### src/rtl/simon_pkg.sv
// Shared Simon definitions: button count, colour index width, player-input
// FSM states and the colour-to-lamp one-hot decoder.
package simon_pkg;

    localparam int unsigned NUM_BUTTONS = 4;
    localparam int unsigned COLOR_W     = 2;

    // Player-input FSM states
    typedef enum logic [1:0] {
        IDLE    = 2'd0,
        HELD    = 2'd1,
        LOCKOUT = 2'd2
    } player_state_e;

    // Colour index to one-hot lamp vector
    function automatic logic [NUM_BUTTONS-1:0] onehot(input logic [COLOR_W-1:0] idx);
        onehot = NUM_BUTTONS'(1) << idx;
    endfunction

endpackage

### src/rtl/button_debouncer.sv
// Single-button conditioner: 2-flop synchronizer followed by a counter-based
// debouncer. The stable level flips only after DEBOUNCE_CYCLES consecutive
// synchronized samples disagree with it.
//   clk, reset : clock, asynchronous active-high reset
//   btn_raw    : raw asynchronous button level
//   btn_db     : debounced (stable) level, registered
module button_debouncer #(
    parameter int unsigned DEBOUNCE_CYCLES = 3
) (
    input  logic clk,
    input  logic reset,
    input  logic btn_raw,
    output logic btn_db
);

    // Counter only needs to reach DEBOUNCE_CYCLES-1; the flip happens on the next mismatch
    localparam int unsigned CNT_W = (DEBOUNCE_CYCLES > 1) ? $clog2(DEBOUNCE_CYCLES) : 1;

    logic             sync1_q, sync1_d;
    logic             sync2_q, sync2_d;
    logic             stable_q, stable_d;
    logic [CNT_W-1:0] cnt_q, cnt_d;

    // Synchronizer chain and debounce counter
    always_comb begin
        sync1_d  = btn_raw;
        sync2_d  = sync1_q;
        stable_d = stable_q;
        cnt_d    = '0;
        if (sync2_q != stable_q) begin
            if (cnt_q == CNT_W'(DEBOUNCE_CYCLES - 1)) begin
                stable_d = ~stable_q;
            end else begin
                cnt_d = cnt_q + CNT_W'(1);
            end
        end
    end

    always_ff @(posedge clk or posedge reset) begin
        if (reset) begin
            sync1_q  <= 1'b0;
            sync2_q  <= 1'b0;
            stable_q <= 1'b0;
            cnt_q    <= '0;
        end else begin
            sync1_q  <= sync1_d;
            sync2_q  <= sync2_d;
            stable_q <= stable_d;
            cnt_q    <= cnt_d;
        end
    end

    assign btn_db = stable_q;

endmodule

### src/rtl/simon_player_input.sv
// Player-side front end of the Simon game. Conditions four raw buttons,
// accepts exactly one press per physical push (gated by simonTurn/gameOver),
// and drives the four colour lamps.
//   clk, reset    : game clock, asynchronous active-high reset
//   btn[3:0]      : raw buttons, bit i = colour i
//   simonTurn     : controller is playing its sequence (gates input)
//   simonNum      : colour Simon is showing
//   simonPressed  : Simon's colour is lit
//   gameOver      : game ended (gates input, all lamps on)
//   playerNum     : index of last accepted press, held between presses
//   playerPressed : one-cycle pulse, playerNum valid in the same cycle
//   lights[3:0]   : one-hot colour lamps
module simon_player_input
    import simon_pkg::*;
#(
    parameter int unsigned DEBOUNCE_CYCLES = 3
) (
    input  logic                   clk,
    input  logic                   reset,
    input  logic [NUM_BUTTONS-1:0] btn,
    input  logic                   simonTurn,
    input  logic [COLOR_W-1:0]     simonNum,
    input  logic                   simonPressed,
    input  logic                   gameOver,
    output logic [COLOR_W-1:0]     playerNum,
    output logic                   playerPressed,
    output logic [NUM_BUTTONS-1:0] lights
);

    logic [NUM_BUTTONS-1:0] db;

    player_state_e          state_q, state_d;
    logic [COLOR_W-1:0]     player_num_q, player_num_d;
    logic                   player_pressed_q, player_pressed_d;
    logic [NUM_BUTTONS-1:0] lights_q, lights_d;

    logic                   db_single_c;
    logic [COLOR_W-1:0]     db_idx_c;

    // Per-button synchronizer + debouncer
    for (genvar g = 0; g < int'(NUM_BUTTONS); g++) begin : g_btn
        button_debouncer #(
            .DEBOUNCE_CYCLES(DEBOUNCE_CYCLES)
        ) u_debouncer (
            .clk    (clk),
            .reset  (reset),
            .btn_raw(btn[g]),
            .btn_db (db[g])
        );
    end

    // Exactly-one-bit detect and index of the set bit
    always_comb begin
        db_single_c = (db != '0) && ((db & (db - NUM_BUTTONS'(1))) == '0);
        db_idx_c    = '0;
        for (int i = 0; i < int'(NUM_BUTTONS); i++) begin
            if (db[i]) begin
                db_idx_c = COLOR_W'(i);
            end
        end
    end

    // Next state, press pulse and lamp mux
    always_comb begin
        state_d          = state_q;
        player_num_d     = player_num_q;
        player_pressed_d = 1'b0;
        lights_d         = '0;

        unique case (state_q)
            IDLE: begin
                if (db != '0) begin
                    if (db_single_c && !simonTurn && !gameOver) begin
                        player_num_d     = db_idx_c;
                        player_pressed_d = 1'b1;
                        state_d          = HELD;
                    end else begin
                        // Chord or gated press: swallow it until full release
                        state_d = LOCKOUT;
                    end
                end
            end
            HELD, LOCKOUT: begin
                if (db == '0) begin
                    state_d = IDLE;
                end
            end
            default: state_d = IDLE;
        endcase

        // Lamps reflect the state being entered so they line up with the pulse
        if (gameOver) begin
            lights_d = '1;
        end else if (simonTurn) begin
            lights_d = simonPressed ? onehot(simonNum) : '0;
        end else if (state_d == HELD) begin
            lights_d = onehot(player_num_d);
        end
    end

    always_ff @(posedge clk or posedge reset) begin
        if (reset) begin
            state_q          <= IDLE;
            player_num_q     <= '0;
            player_pressed_q <= 1'b0;
            lights_q         <= '0;
        end else begin
            state_q          <= state_d;
            player_num_q     <= player_num_d;
            player_pressed_q <= player_pressed_d;
            lights_q         <= lights_d;
        end
    end

    assign playerNum     = player_num_q;
    assign playerPressed = player_pressed_q;
    assign lights        = lights_q;

endmodule

### config.mk
export PLATFORM = sky130hd
export DESIGN_NAME = simon_player_input
export DESIGN_NICKNAME = d
export VERILOG_FILES = /design/src/rtl/simon_pkg.sv /design/src/rtl/button_debouncer.sv /design/src/rtl/simon_player_input.sv
export SDC_FILE = /design/constraint.sdc
export NUM_CORES = 1
export LEC_CHECK = 0
export CORE_UTILIZATION = 52
export DETAILED_ROUTE_END_ITERATION = 10
export HOLD_SLACK_MARGIN = 0.1
export PLACE_DENSITY = 0.76
export SLEW_MARGIN = 10
export SYNTH_ARGS = -nofsm -noshare
export SYNTH_HDL_FRONTEND = slang
export SYNTH_SLANG_ARGS = --single-unit
### constraint.sdc
create_clock -name clk -period 1.8 [get_ports clk]
set_clock_uncertainty 0.05 [all_clocks]
set_input_delay 0.18 -clock clk [delete_from_list [all_inputs] [get_ports clk]]
set_output_delay 0.18 -clock clk [all_outputs]
set_load 0.02 [all_outputs]
**After elaboration in Yosys (flattened, before gate mapping)**

Index checks and enable logic that the tools add are counted.

- Shifts and indexed selects: 2
- $add $sub $neg: 5
- Bitwise operators: 5
- Reductions and logical operators: 14
- Multiplexer cells: 25
- Equality and inequality tests: 11

Operators by type and width:

| cell | number |
|---|---|
| 2-bit 2-to-1 mux | 16 |
| 4-bit 2-to-1 mux | 4 |
| 2-bit equality test (second input constant) | 5 |
| 2-bit by 1-bit adder with 2-bit output (second input constant) | 4 |
| 4-bit logical NOT | 2 |
| 2-bit AND reduction | 4 |
| 1-bit by 2-bit left shift with 4-bit output (first input constant) | 2 |
| 4-bit AND | 1 |
| 2-bit by 1-bit equality test with 1-bit output (second input constant) | 2 |
| 1-bit 2-to-1 mux | 4 |
| 1-bit inequality test | 4 |
| 1-bit NOT | 4 |
| 2-bit case mux with 2 select lines | 1 |
| 4-bit nonzero test | 1 |
| 4-bit by 1-bit subtractor with 4-bit output (second input constant) | 1 |
| 1-bit logical AND | 3 |
| 1-bit logical NOT | 2 |
| 2-bit logical NOT | 1 |
| 2-bit OR reduction | 1 |

- Logic and storage cells: 82
- Output and inout port bits: 7
- Flip-flop bits (word level): 29
- Bits of input ports: 11

**Depth between registers and ports, before layout**

Gate-level depths: netlist (run 1).

- Depth in word-level cells: 13
- Gate-level depth with buffers: 7

**Modules after synthesis**

From an unflattened synthesis (run 1), not the netlist that was laid out.

- Cells, all modules: 117
- Area, all modules: 1358.8 um^2

By module, submodules not included:

| module | cells an instance | sequential area each (um^2) | instances | area each (um^2) |
|---|---|---|---|---|
| button_debouncer | 11 | 125.1 | 4 | 178.9 |
| simon_player_input | 73 | 225.2 | 1 | 643.1 |

**Least setup slack after synthesis (run 1)**

Ideal clock, no wire load.

- Path kind: reg2reg
- Start: register g_btn[3].u_debouncer.stable_q
- End: register lights_q[2] (netlist: lights[2])
- Buffers on the path: 2
- Arrival time: 1458 ps
- Period minus slack after synthesis: 1632 ps
- Data required time: 1626 ps
- Library setup time: 124 ps
- Stages on the path, launching flop included: 8
- Setup slack: 168 ps
- Cell sequence: dfrtp_1 -> buf_2 -> o21ai_1 -> o211ai_1 -> a21oi_1 -> buf_2 -> mux2i_1 -> o21ai_1

- Cells in the longest elaborated chain, start to end: 13

RTL lines:

| element | RTL line | RTL |
|---|---|---|
| start: declaration | button_debouncer.sv:21 | `logic stable_q, stable_d;` |
| start signal: assignment | button_debouncer.sv:48 | `stable_q <= stable_d;` |
| 4-bit by 1-bit subtractor with 4-bit output | simon_player_input.sv:54 | `db_single_c = (db != '0) && ((db & (db - NUM_BUTTONS'(1))) == '0);` |
| 4-bit AND | simon_player_input.sv:54 |  |
| 4-bit logical NOT | simon_player_input.sv:54 |  |
| 1-bit logical AND | simon_player_input.sv:54 |  |
| 1-bit logical AND (2 in a row) | simon_player_input.sv:73 | `if (db_single_c && !simonTurn && !gameOver) begin` |
| 2-bit 2-to-1 mux | simon_player_input.sv:73 |  |
| 2-bit 2-to-1 mux | simon_player_input.sv:72 | `if (db != '0) begin` |
| 2-bit case mux with 2 select lines / 2-bit 2-to-1 mux (equally long branches) | simon_player_input.sv:70 | `unique case (state_q)` |
| 2-bit by 1-bit equality test with 1-bit output / 1-bit by 2-bit left shift with 4-bit output (equally long branches) | simon_player_input.sv:96, simon_pkg.sv:17 |  |
| 4-bit 2-to-1 mux (*) | simon_player_input.sv:96 | `end else if (state_d == HELD) begin` |
| 4-bit 2-to-1 mux (*) | simon_player_input.sv:94 | `end else if (simonTurn) begin` |
| 4-bit 2-to-1 mux (*) | simon_player_input.sv:92 | `if (gameOver) begin` |
| net lights_d[2] | simon_player_input.sv:35 | `logic [NUM_BUTTONS-1:0] lights_q, lights_d;` |
| end signal: assignment | simon_player_input.sv:111 | `lights_q <= lights_d;` |
| end: declaration | simon_player_input.sv:35 |  |

Mark *: on every way through the listed nets, which the timed path passes. The rest lies on a longest branch.
A chain may end at the register's enable or synchronous reset.

**Worst setup path after layout (run 1)**

- Start: register g_btn[0].u_debouncer.stable_q
- End: register lights_q[0] (netlist: lights[0])

- Cells in the longest elaborated chain, start to end: 13

RTL lines:

| element | RTL line |
|---|---|
| start: declaration | button_debouncer.sv:21 |
| start signal: assignment | button_debouncer.sv:48 |
| 4-bit by 1-bit subtractor with 4-bit output | simon_player_input.sv:54 |
| 4-bit AND | simon_player_input.sv:54 |
| 4-bit logical NOT | simon_player_input.sv:54 |
| 1-bit logical AND | simon_player_input.sv:54 |
| 1-bit logical AND (2 in a row) | simon_player_input.sv:73 |
| 2-bit 2-to-1 mux | simon_player_input.sv:73 |
| 2-bit 2-to-1 mux | simon_player_input.sv:72 |
| 2-bit case mux with 2 select lines / 2-bit 2-to-1 mux (equally long branches) | simon_player_input.sv:70 |
| 2-bit by 1-bit equality test with 1-bit output / 1-bit by 2-bit left shift with 4-bit output (equally long branches) | simon_player_input.sv:96, simon_pkg.sv:17 |
| 4-bit 2-to-1 mux (*) | simon_player_input.sv:96 |
| 4-bit 2-to-1 mux (*) | simon_player_input.sv:94 |
| 4-bit 2-to-1 mux (*) | simon_player_input.sv:92 |
| net lights_d[0] | simon_player_input.sv:35 |

Marked as above.

==> results.py, run 1 <==
metrics = {
    "floorplanning": {
        "placeableCoreArea_mm2": 0.00228,
        "placement_rows": 17,
        "num_io_pins": 18,
        "initial_core_util": 0.562,
        "die_width_um": 51.6,
        "die_h_um": 51.6,
        "die_area_mm2": 0.00266,
    },
    "drt": {
        "tritonroute_pass_1_iters": 6,
        "routed_wire_length_per_instance_um": 12.4,
        "ant_nets": 0,
        "drt_iter0_drc": 18,
        "route.final.wire_length_mm": 2.16,
        "total_number_of_vias": 953,
        "drt-vias-per-instance": 5.45,
        "remaining_drc_errors": 0,
    },
    "clock_network": {
        "worst_skew_pair.late_latency_ps": 320,
        "clkTransAtPathRegs_ps": 90,
        "tritoncts.num_buffers": 5,
        "tritoncts": "built",
        "cts_hold_buffers": 0,
        "clkSinkCount": 29,
        "cts.htree.levels": 2,
        "cts_max_path_buffers": 2,
        "cell_chosen_for_the_clock_root": "sky130_fd_sc_hd__clkbuf_4",
    },
    "logic_synthesis": {
        "largest_family_of_logic_cells_by_synthesized_area": "simple AND/OR/NAND/NOR gates",
        "synthDominantCellAreaShare": 0.567,
        "yosys.cell_count.top_type": "sky130_fd_sc_hd__dfrtp_1",
        "synth_enable_flop_cells": 0,
        "syn-num-nets": 129,
        "postSynthCellCount": 116,
        "async_flop_share": 1.00,
        "ys_seq_area_frac": 0.567,
        "post_synth_most_frequent_cells": "sky130_fd_sc_hd__dfrtp_1, sky130_fd_sc_hd__nor2_1, sky130_fd_sc_hd__nor3_1",
        "synthMuxAreaShare": 0.0577,
        "post_synth_fa_ha_maj_area_fraction": 0.0196,
        "ys_seq_elements": 29,
        "yosysUniqueCellTypes": 29,
        "post_synth_and_or_nand_nor_area_fraction": 0.147,
        "synth.largest_area_cell": "sky130_fd_sc_hd__dfrtp_1",
        "syn_area_per_cell_um2": 11.0,
        "post_synth_xor_area_fraction": 0.0342,
        "netlist_top_cells_area": "sky130_fd_sc_hd__dfrtp_1, sky130_fd_sc_hd__nor3_1, sky130_fd_sc_hd__nor2_1",
        "synth.cell_area_mm2": 0.00128,
        "synth_warnings": 0,
        "postSynth.topFlopCell": "sky130_fd_sc_hd__dfrtp_1",
        "compound_gate_fraction_of_synth_area": 0.125,
    },
    "placed_design": {
        "post_detailed_placement_cell_area_mm2": 0.00153,
        "pre_cts_ws_ps": 27.3,
        "detailed_place_hpwl_mm": 1.60,
        "port_buffers": 17,
        "gp_congestion": 0.817,
        "dp_cells": 166,
    },
    "worst_setup_path": {
        "cp_cell_sequence": "nor4_4 > mux2i_1 > a311oi_2 > o211ai_2 > o21ai_1",
        "setup_crit_path_kind": "reg -> reg",
        "worstPathMaxFanout": 6,
        "worst-endpoint-required_ps": 2010,
        "cp_top_family": "compound AO/OA/AOI/OAI gates",
        "slowest_delay_ps": 460,
        "timing.critical_path.arrival_ps": 1900,
        "cp-end-kind": "flip-flop",
        "cp-start-kind": "flip-flop",
        "critical-path-slowest-cell": "sky130_fd_sc_hd__dfrtp_2",
        "cp_num_buf_inv": 0,
    },
    "pwr": {
        "total_power_mw": 2.50,
        "power.leakage_nw": 0.696,
        "powerDensity_mw_per_mm2": 1550,
        "peakVddDrop_mv": 0.990,
    },
    "sta": {
        "hold_slack_ps": 162,
        "final.min_clock_period_ps": 1690,
        "setup-tns-final_ps": 0,
        "finalMaxSlewViolations": 0,
        "finalSetupViolCount": 0,
        "postLayoutSetupSlackWorst_ps": 108,
        "maxClockFrequency_ghz": 0.591,
        "max_slew.worst_pin.slew_ps": 350,
        "maxSlewHeadroom": 0.767,
        "final.period_utilization": 0.940,
        "final-hold-violation-count": 0,
    },
    "finish": {
        "drive_gt1_frac": 0.211,
        "syn_to_final_growth_pct": 25.7,
        "final_cells": 175,
        "antenna_cells": 0,
        "final_core_utilization": 0.707,
        "finish.instance_area_mm2": 0.00161,
        "design.final.nets": 159,
    },
    "global_routing": {
        "grt_use_total": 0.201,
        "via_count_of_the_first_global_routing_pass": 936,
        "initial_antenna_violation_count": 0,
        "grt_first_pass_wirelength_mm": 3.70,
        "pin_count_of_the_biggest_net_entering_global_routing": 30,
        "gr-total-overflow": 0,
    },
    "hold_path": {
        "min_path_type": "in -> async",
    },
    "run": {
        "drv_cap": 0,
    },
    "status": {
        "outcome": "finished clean",
    },
}
-- final timing paths --
path | start | to | slack (ps) | cells past startpoint
min in group clk | btn[2] | g_btn[2].u_debouncer.sync1_q | 240 | 1
worst max-delay path | g_btn[0].u_debouncer.btn_db | lights[0] | 110 | 5
max in group asynchronous | reset | g_btn[3].u_debouncer.btn_db | 1260 | 3
worst max register to register | g_btn[0].u_debouncer.btn_db | lights[0] | 110 | 5
worst min register to register | g_btn[2].u_debouncer.sync1_q | g_btn[2].u_debouncer.sync2_q | 310 | 0
worst min-delay path | reset | g_btn[0].u_debouncer.cnt_q[0] | 160 | 3
-- cells in the final DEF (no fill, tap or decap) --
master / count
sky130_fd_sc_hd__o211ai_2: 1
sky130_fd_sc_hd__xor2_1: 1
sky130_fd_sc_hd__a21oi_1: 8
sky130_fd_sc_hd__nor4_4: 1
sky130_fd_sc_hd__a31o_2: 2
sky130_fd_sc_hd__clkdlybuf4s50_1: 17
sky130_fd_sc_hd__nand2_1: 7
sky130_fd_sc_hd__nand3b_1: 1
sky130_fd_sc_hd__xnor2_1: 4
sky130_fd_sc_hd__mux2i_1: 4
sky130_fd_sc_hd__buf_4: 11
sky130_fd_sc_hd__nor3b_1: 3
sky130_fd_sc_hd__o21ai_1: 5
sky130_fd_sc_hd__clkbuf_4: 5
sky130_fd_sc_hd__inv_1: 8
sky130_fd_sc_hd__o211ai_1: 2
sky130_fd_sc_hd__and2_1: 1
sky130_fd_sc_hd__o21a_1: 1
sky130_fd_sc_hd__a31oi_1: 1
sky130_fd_sc_hd__nor2b_1: 2
sky130_fd_sc_hd__nor3_1: 10
sky130_fd_sc_hd__o21ai_0: 1
sky130_fd_sc_hd__clkbuf_8: 2
sky130_fd_sc_hd__a41oi_1: 1
sky130_fd_sc_hd__clkinv_2: 1
sky130_fd_sc_hd__dfrtp_2: 4
sky130_fd_sc_hd__dfrtp_1: 25
sky130_fd_sc_hd__a21o_1: 1
sky130_fd_sc_hd__mux2_2: 3
sky130_fd_sc_hd__a311oi_2: 1
sky130_fd_sc_hd__nor2_1: 11
sky130_fd_sc_hd__ha_1: 2
-- power by group --
group / total (mW) / switching [mW] / internal, mW
sequential: 1.04 / 0.198 / 0.844
combinational: 1.01 / 0.499 / 0.516
clock: 0.439 / 0.213 / 0.226
total: 2.50 / 0.911 / 1.59
-- area by class of cell --
cell class	instances	area [µm²]
multi-input combinational	74	490
clock inverter	1	5.00
tap	28	35.0
sequential	29	731
clock buffer	7	65.1
fill	162	667
timing repair buffer	28	253
inverter	8	30.0
-- flip-flops by register name, summed over array words and instances, names as in the netlist --
register / count
state_q: 2
playerNum: 2
playerPressed: 1
lights: 4
g_btn.u_debouncer.cnt_q: 8
g_btn.u_debouncer.sync1_q: 4
g_btn.u_debouncer.btn_db: 4
g_btn.u_debouncer.sync2_q: 4
-- per-layer routing --
layer | GRT usage | routed length [µm] | up-vias
met5 | 0 | 0 | -
met4 | 0.135 | 56 | 0
met3 | 0.0614 | 165 | 9
met2 | 0.344 | 1050 | 42
met1 | 0.210 | 894 | 442
li1 | - | - | 460
-- kinds of logic after synthesis --
group | Yosys count
flops | 29
simple gates | 36
xor+xnor | 5
buf+inv | 13
compound gates | 24
mux | 7
fa+ha+maj | 2
-- tightest hold or removal path, cell delays in order --
cell,delay [ps]
sky130_fd_sc_hd__clkdlybuf4s50_1,390
sky130_fd_sc_hd__inv_1,50
sky130_fd_sc_hd__buf_4,320
-- what timing repair did --
| item | CTS | global route |
|---|---|---|
| resized for setup | 0 | 4 |
| endpoints found under the setup margin | 0 | 5 |
| endpoints found under the hold margin | 0 | 0 |
| setup buffers | 0 | 1 |
(Power assumes the default switching activity.)
==> run 2: changes to the inputs <==
ABC_AREA = 1   (was default)
CORE_UTILIZATION = 53   (was 52)
PLACE_DENSITY = 0.77   (was 0.76)
==> results.py, run 2 <==
metrics = {
    "finish": {
        "drive_gt1_frac": 0.196,
        "nFillCells": 173,
        "number_of_flip_flops_under_the_largest_register_name": 8,
        "regMostFlops": "g_btn.u_debouncer.cnt_q",
        "layout.cells.most_common": "sky130_fd_sc_hd__dfrtp_1",
        "syn_to_final_growth_pct": 22.8,
        "mostFrequentLayoutCells": "sky130_fd_sc_hd__dfrtp_1, sky130_fd_sc_hd__nand2_1, sky130_fd_sc_hd__inv_1",
        "antenna_cells": 0,
        "final_cells": 191,
        "design.final.nets": 175,
    },
    "floorplanning": {
        "placement_rows": 17,
        "num_io_pins": 18,
        "die_area_mm2": 0.00267,
        "placeableCoreArea_mm2": 0.00228,
        "initial_core_util": 0.574,
        "die_width_um": 51.6,
        "die_h_um": 51.6,
    },
    "sta": {
        "final.period_utilization": 0.870,
        "setup-tns-final_ps": 0,
        "hold_slack_ps": 167,
        "final.min_clock_period_ps": 1570,
        "finalMaxSlewViolations": 0,
        "finalSetupViolCount": 0,
        "rsz0062_at_grt": "no",
        "maxClockFrequency_ghz": 0.638,
        "final-hold-violation-count": 0,
        "max_slew.worst_pin.slew_ps": 360,
        "maxSlewHeadroom": 0.760,
    },
    "pwr": {
        "peakVddDrop_mv": 0.914,
        "powerDensity_mw_per_mm2": 1430,
        "power.leakage_nw": 0.817,
    },
    "clock_network": {
        "tritoncts.num_buffers": 5,
        "cts_max_path_buffers": 2,
        "clkTransAtPathRegs_ps": 90,
        "tritoncts": "built",
        "worst_skew_pair.late_latency_ps": 330,
        "cts_repair_resize_count": 0,
        "cell_chosen_for_the_clock_root": "sky130_fd_sc_hd__clkbuf_4",
        "clkSinkCount": 29,
        "cts_hold_buffers": 0,
        "cts_setup_buffers": 0,
        "cts.htree.levels": 2,
    },
    "worst_setup_path": {
        "worstRegToRegCells": 8,
        "cp-start-kind": "flip-flop",
        "critical-path-slowest-cell": "sky130_fd_sc_hd__clkdlybuf4s50_1",
        "worstPathMaxFanout": 3,
        "critical_path_depth": 1,
        "cp_top_family": "buffers and inverters",
        "worst-endpoint-required_ps": 1570,
        "cp_num_buf_inv": 1,
        "cp_cell_sequence": "clkdlybuf4s50_1",
        "setup_crit_path_kind": "reg -> out",
        "timing.critical_path.arrival_ps": 1340,
        "slowest_delay_ps": 620,
        "cp-end-kind": "output pin",
    },
    "hold_path": {
        "min_path_type": "in -> async",
    },
    "placed_design": {
        "dp_cells": 183,
        "gp_congestion": 0.833,
        "port_buffers": 17,
        "detailed_place_hpwl_mm": 1.73,
    },
    "drt": {
        "drt-vias-per-instance": 5.02,
        "drt_iter0_drc": 13,
        "routed_wire_length_per_instance_um": 12.1,
        "tritonroute_pass_1_iters": 4,
        "route.final.wire_length_mm": 2.32,
        "remaining_drc_errors": 0,
        "total_number_of_vias": 958,
        "ant_nets": 0,
    },
    "logic_synthesis": {
        "yosys.cell_count.top_type": "sky130_fd_sc_hd__dfrtp_1",
        "postSynthCellCount": 135,
        "syn_area_per_cell_um2": 9.68,
        "ys_seq_elements": 29,
        "synth.largest_area_cell": "sky130_fd_sc_hd__dfrtp_1",
        "ys_seq_area_frac": 0.556,
        "netlist_top_cells_area": "sky130_fd_sc_hd__dfrtp_1, sky130_fd_sc_hd__nand2_1, sky130_fd_sc_hd__inv_1",
        "synth_enable_flop_cells": 0,
        "yosysUniqueCellTypes": 19,
        "postSynth.topFlopCell": "sky130_fd_sc_hd__dfrtp_1",
        "synthDominantCellAreaShare": 0.556,
        "post_synth_most_frequent_cells": "sky130_fd_sc_hd__dfrtp_1, sky130_fd_sc_hd__nand2_1, sky130_fd_sc_hd__inv_1",
        "async_flop_share": 1.00,
        "synth_warnings": 0,
        "synth.cell_area_mm2": 0.00131,
        "syn-num-nets": 148,
    },
    "global_routing": {
        "grt_first_pass_wirelength_mm": 3.95,
        "gr-total-overflow": 0,
        "via_count_of_the_first_global_routing_pass": 915,
        "initial_antenna_violation_count": 0,
        "pin_count_of_the_biggest_net_entering_global_routing": 30,
        "grt_use_total": 0.215,
    },
    "status": {
        "outcome": "finished clean",
    },
    "run": {
        "drv_cap": 0,
    },
}
==> run 2: cell types whose count changed in the layout (fill, tap and decap cells not counted), moves of 5 or more <==
cell	change
sky130_fd_sc_hd__buf_4	-8
sky130_fd_sc_hd__nand2_1	+19
sky130_fd_sc_hd__nor2_1	-6
sky130_fd_sc_hd__inv_1	+17
sky130_fd_sc_hd__nand2_2	+7
sky130_fd_sc_hd__a21oi_1	-6
sky130_fd_sc_hd__o21ai_1	-5
==> run 2: metrics by stage <==
step / total power, mW / cell area, µm² / setup WS (ps) / utilization
4_1_cts: 2.32 / 1600 / 219 / 0.705
5_1_grt: 2.47 / 1600 / 154 / 0.705
3_3_place_gp: 1.80 / 1530 / 155 / 0.674
2_1_floorplan: 1.62 / 1310 / 470 / -
3_5_place_dp: 1.86 / 1530 / 128 / 0.674
6_report: 2.29 / 1600 / 234 / 0.705
==> run 2: worst paths after layout <==
path / start / slack (ps) / endpoint
worst max-delay path: playerNum[1] / 230 / playerNum[1]
worst min-delay path: reset / 170 / g_btn[3].u_debouncer.cnt_q[1]
worst max register to register: g_btn[1].u_debouncer.btn_db / 270 / lights[2]
worst min register to register: g_btn[1].u_debouncer.sync1_q / 300 / g_btn[1].u_debouncer.sync2_q
max in group asynchronous: reset / 1260 / g_btn[1].u_debouncer.cnt_q[0]
min in group clk: btn[2] / 230 / g_btn[2].u_debouncer.sync1_q
==> run 2: final cells by class <==
| cell class | instances | area, µm² | area share |
|---|---|---|---|
| sequential | 29 | 726 | 0.452 |
| inverter | 26 | 97.6 | 0.0608 |
| clock buffer | 7 | 65.1 | 0.0406 |
| timing repair buffer | 20 | 193 | 0.120 |
| clock inverter | 1 | 5.00 | 0.00312 |
| multi-input combinational | 80 | 483 | 0.301 |
| tap | 28 | 35.0 | 0.0218 |
==> run 2: logic make-up after synthesis <==
group,share of synthesized area
AOI/OAI and AO/OA,0.0603
buffers and inverters,0.0747
adders and majority gates,0.0192
xor gates and xnor gates,0.0268
and+or+nand+nor,0.263
DFF,0.556
==> run 2: report_power, final <==
group / total (mW) / leakage, nW / internal [mW] / switching (mW)
clock: 0.445 / 0.0413 / 0.226 / 0.219
sequential: 0.988 / 0.349 / 0.830 / 0.159
combinational: 0.858 / 0.426 / 0.331 / 0.527
==> run 2: routing by layer <==
| layer | GRT usage | share of wire | vias up |
|---|---|---|---|
| met5 | 0 | 0 | - |
| met4 | 0.117 | 0.029 | 0 |
| met3 | 0.0906 | 0.051 | 10 |
| met2 | 0.353 | 0.49 | 19 |
| met1 | 0.234 | 0.43 | 449 |
| li1 | - | - | 480 |
==> run 2: tightest hold or removal path: cells and delay by family <==
family   cells  cell delay [ps]
buf+inv      3              780
==> run 3: changes to the inputs <==
MAX_ROUTING_LAYER = met4   (was default)
==> results.py, run 3 (synthesis gave the netlist of run 2 again) <==
metrics = {
    "finish": {
        "design.final.nets": 175,
        "antenna_cells": 0,
        "mostFrequentLayoutCells": "sky130_fd_sc_hd__dfrtp_1, sky130_fd_sc_hd__nand2_1, sky130_fd_sc_hd__inv_1",
        "layout.cells.most_common": "sky130_fd_sc_hd__dfrtp_1",
        "syn_to_final_growth_pct": 22.8,
        "final_core_utilization": 0.705,
        "number_of_flip_flops_under_the_largest_register_name": 8,
        "regMostFlops": "g_btn.u_debouncer.cnt_q",
        "drive_gt1_frac": 0.196,
    },
    "sta": {
        "rsz0062_at_grt": "no",
        "finalMaxSlewViolations": 0,
        "setup-tns-final_ps": 0,
        "postLayoutSetupSlackWorst_ps": 235,
        "finalSetupViolCount": 0,
        "maxSlewHeadroom": 0.761,
        "final.period_utilization": 0.870,
        "max_slew.worst_pin.slew_ps": 359,
        "final-hold-violation-count": 0,
        "maxClockFrequency_ghz": 0.639,
        "final.min_clock_period_ps": 1570,
        "hold_slack_ps": 167,
    },
    "pwr": {
        "total_power_mw": 2.29,
        "peakVddDrop_mv": 0.918,
        "power.leakage_nw": 0.817,
        "powerDensity_mw_per_mm2": 1430,
    },
    "clock_network": {
        "worst_skew_pair.late_latency_ps": 330,
        "cell_chosen_for_the_clock_root": "sky130_fd_sc_hd__clkbuf_4",
        "cts_hold_buffers": 0,
        "cts.htree.levels": 2,
        "clkSinkCount": 29,
        "cts_repair_resize_count": 0,
        "cts_setup_buffers": 0,
        "tritoncts.num_buffers": 5,
        "cts_max_path_buffers": 2,
        "tritoncts": "built",
        "clkTransAtPathRegs_ps": 90,
    },
    "floorplanning": {
        "placeableCoreArea_mm2": 0.00228,
        "die_width_um": 51.6,
        "placement_rows": 17,
        "initial_core_util": 0.574,
        "die_h_um": 51.6,
        "die_area_mm2": 0.00267,
        "num_io_pins": 18,
    },
    "drt": {
        "ant_nets": 0,
        "routed_wire_length_per_instance_um": 12.1,
        "tritonroute_pass_1_iters": 4,
        "drt_iter0_drc": 16,
        "remaining_drc_errors": 0,
        "route.final.wire_length_mm": 2.32,
        "drt-vias-per-instance": 4.99,
        "total_number_of_vias": 954,
    },
    "global_routing": {
        "initial_antenna_violation_count": 0,
        "grt_first_pass_wirelength_mm": 3.96,
        "via_count_of_the_first_global_routing_pass": 917,
        "gr-total-overflow": 0,
        "pin_count_of_the_biggest_net_entering_global_routing": 30,
        "grt_use_total": 0.221,
    },
    "worst_setup_path": {
        "critical-path-slowest-cell": "sky130_fd_sc_hd__clkdlybuf4s50_1",
        "cp_cell_sequence": "clkdlybuf4s50_1",
        "worst-endpoint-required_ps": 1570,
        "cp_num_buf_inv": 1,
        "worstPathMaxFanout": 3,
        "cp-start-kind": "flip-flop",
        "cp_top_family": "buffers and inverters",
        "slowest_delay_ps": 620,
        "timing.critical_path.arrival_ps": 1340,
        "cp-end-kind": "output pin",
        "setup_crit_path_kind": "reg -> out",
    },
    "run": {
        "drv_cap": 0,
    },
    "placed_design": {
        "pre_cts_ws_ps": 128,
        "detailed_place_hpwl_mm": 1.73,
        "gp_congestion": 0.846,
        "port_buffers": 17,
    },
    "status": {
        "outcome": "finished clean",
    },
    "hold_path": {
        "min_path_type": "in -> async",
    },
}
[run 3: cell counts in the layout (fill, tap and decap cells not counted)]
Identical to the previous run, type by type.
[run 3: layout make-up]
class	instances	area, µm²
Clock buffer	7	65.1
Clock inverter	1	5.00
Fill cell	173	672
Inverter	26	97.6
Multi-Input combinational cell	80	483
Sequential cell	29	726
Tap cell	28	35.0
Timing Repair Buffer	20	193
[run 3: power by group]
part           switching, mW  internal [mW]
sequential             0.160          0.830
combinational          0.528          0.331
clock                  0.219          0.226
[run 3: final timing paths]
check	startpoint	end	slack [ps]	cells after the start
worst max-delay path	playerNum[1]	playerNum[1]	230	1
worst min-delay path	reset	g_btn[3].u_debouncer.cnt_q[1]	170	3
worst max register to register	g_btn[3].u_debouncer.btn_db	lights[1]	270	8
worst min register to register	g_btn[1].u_debouncer.sync1_q	g_btn[1].u_debouncer.sync2_q	300	0
max in group asynchronous	reset	g_btn[1].u_debouncer.cnt_q[0]	1270	3
min in group clk	btn[2]	g_btn[2].u_debouncer.sync1_q	230	1
[run 3: metrics by stage]
stage,area [µm²],instances
3_5_place_dp,1530,183
3_3_place_gp,1530,183
6_report,1600,191
5_1_grt,1600,191
4_1_cts,1600,191
2_1_floorplan,1310,135
[run 3: metal layers]
layer / GRT usage / part of all wire
met1: 0.232 / 0.44
met2: 0.355 / 0.49
met4: 0.117 / 0.028
met5: - / 0
met3: 0.0906 / 0.047
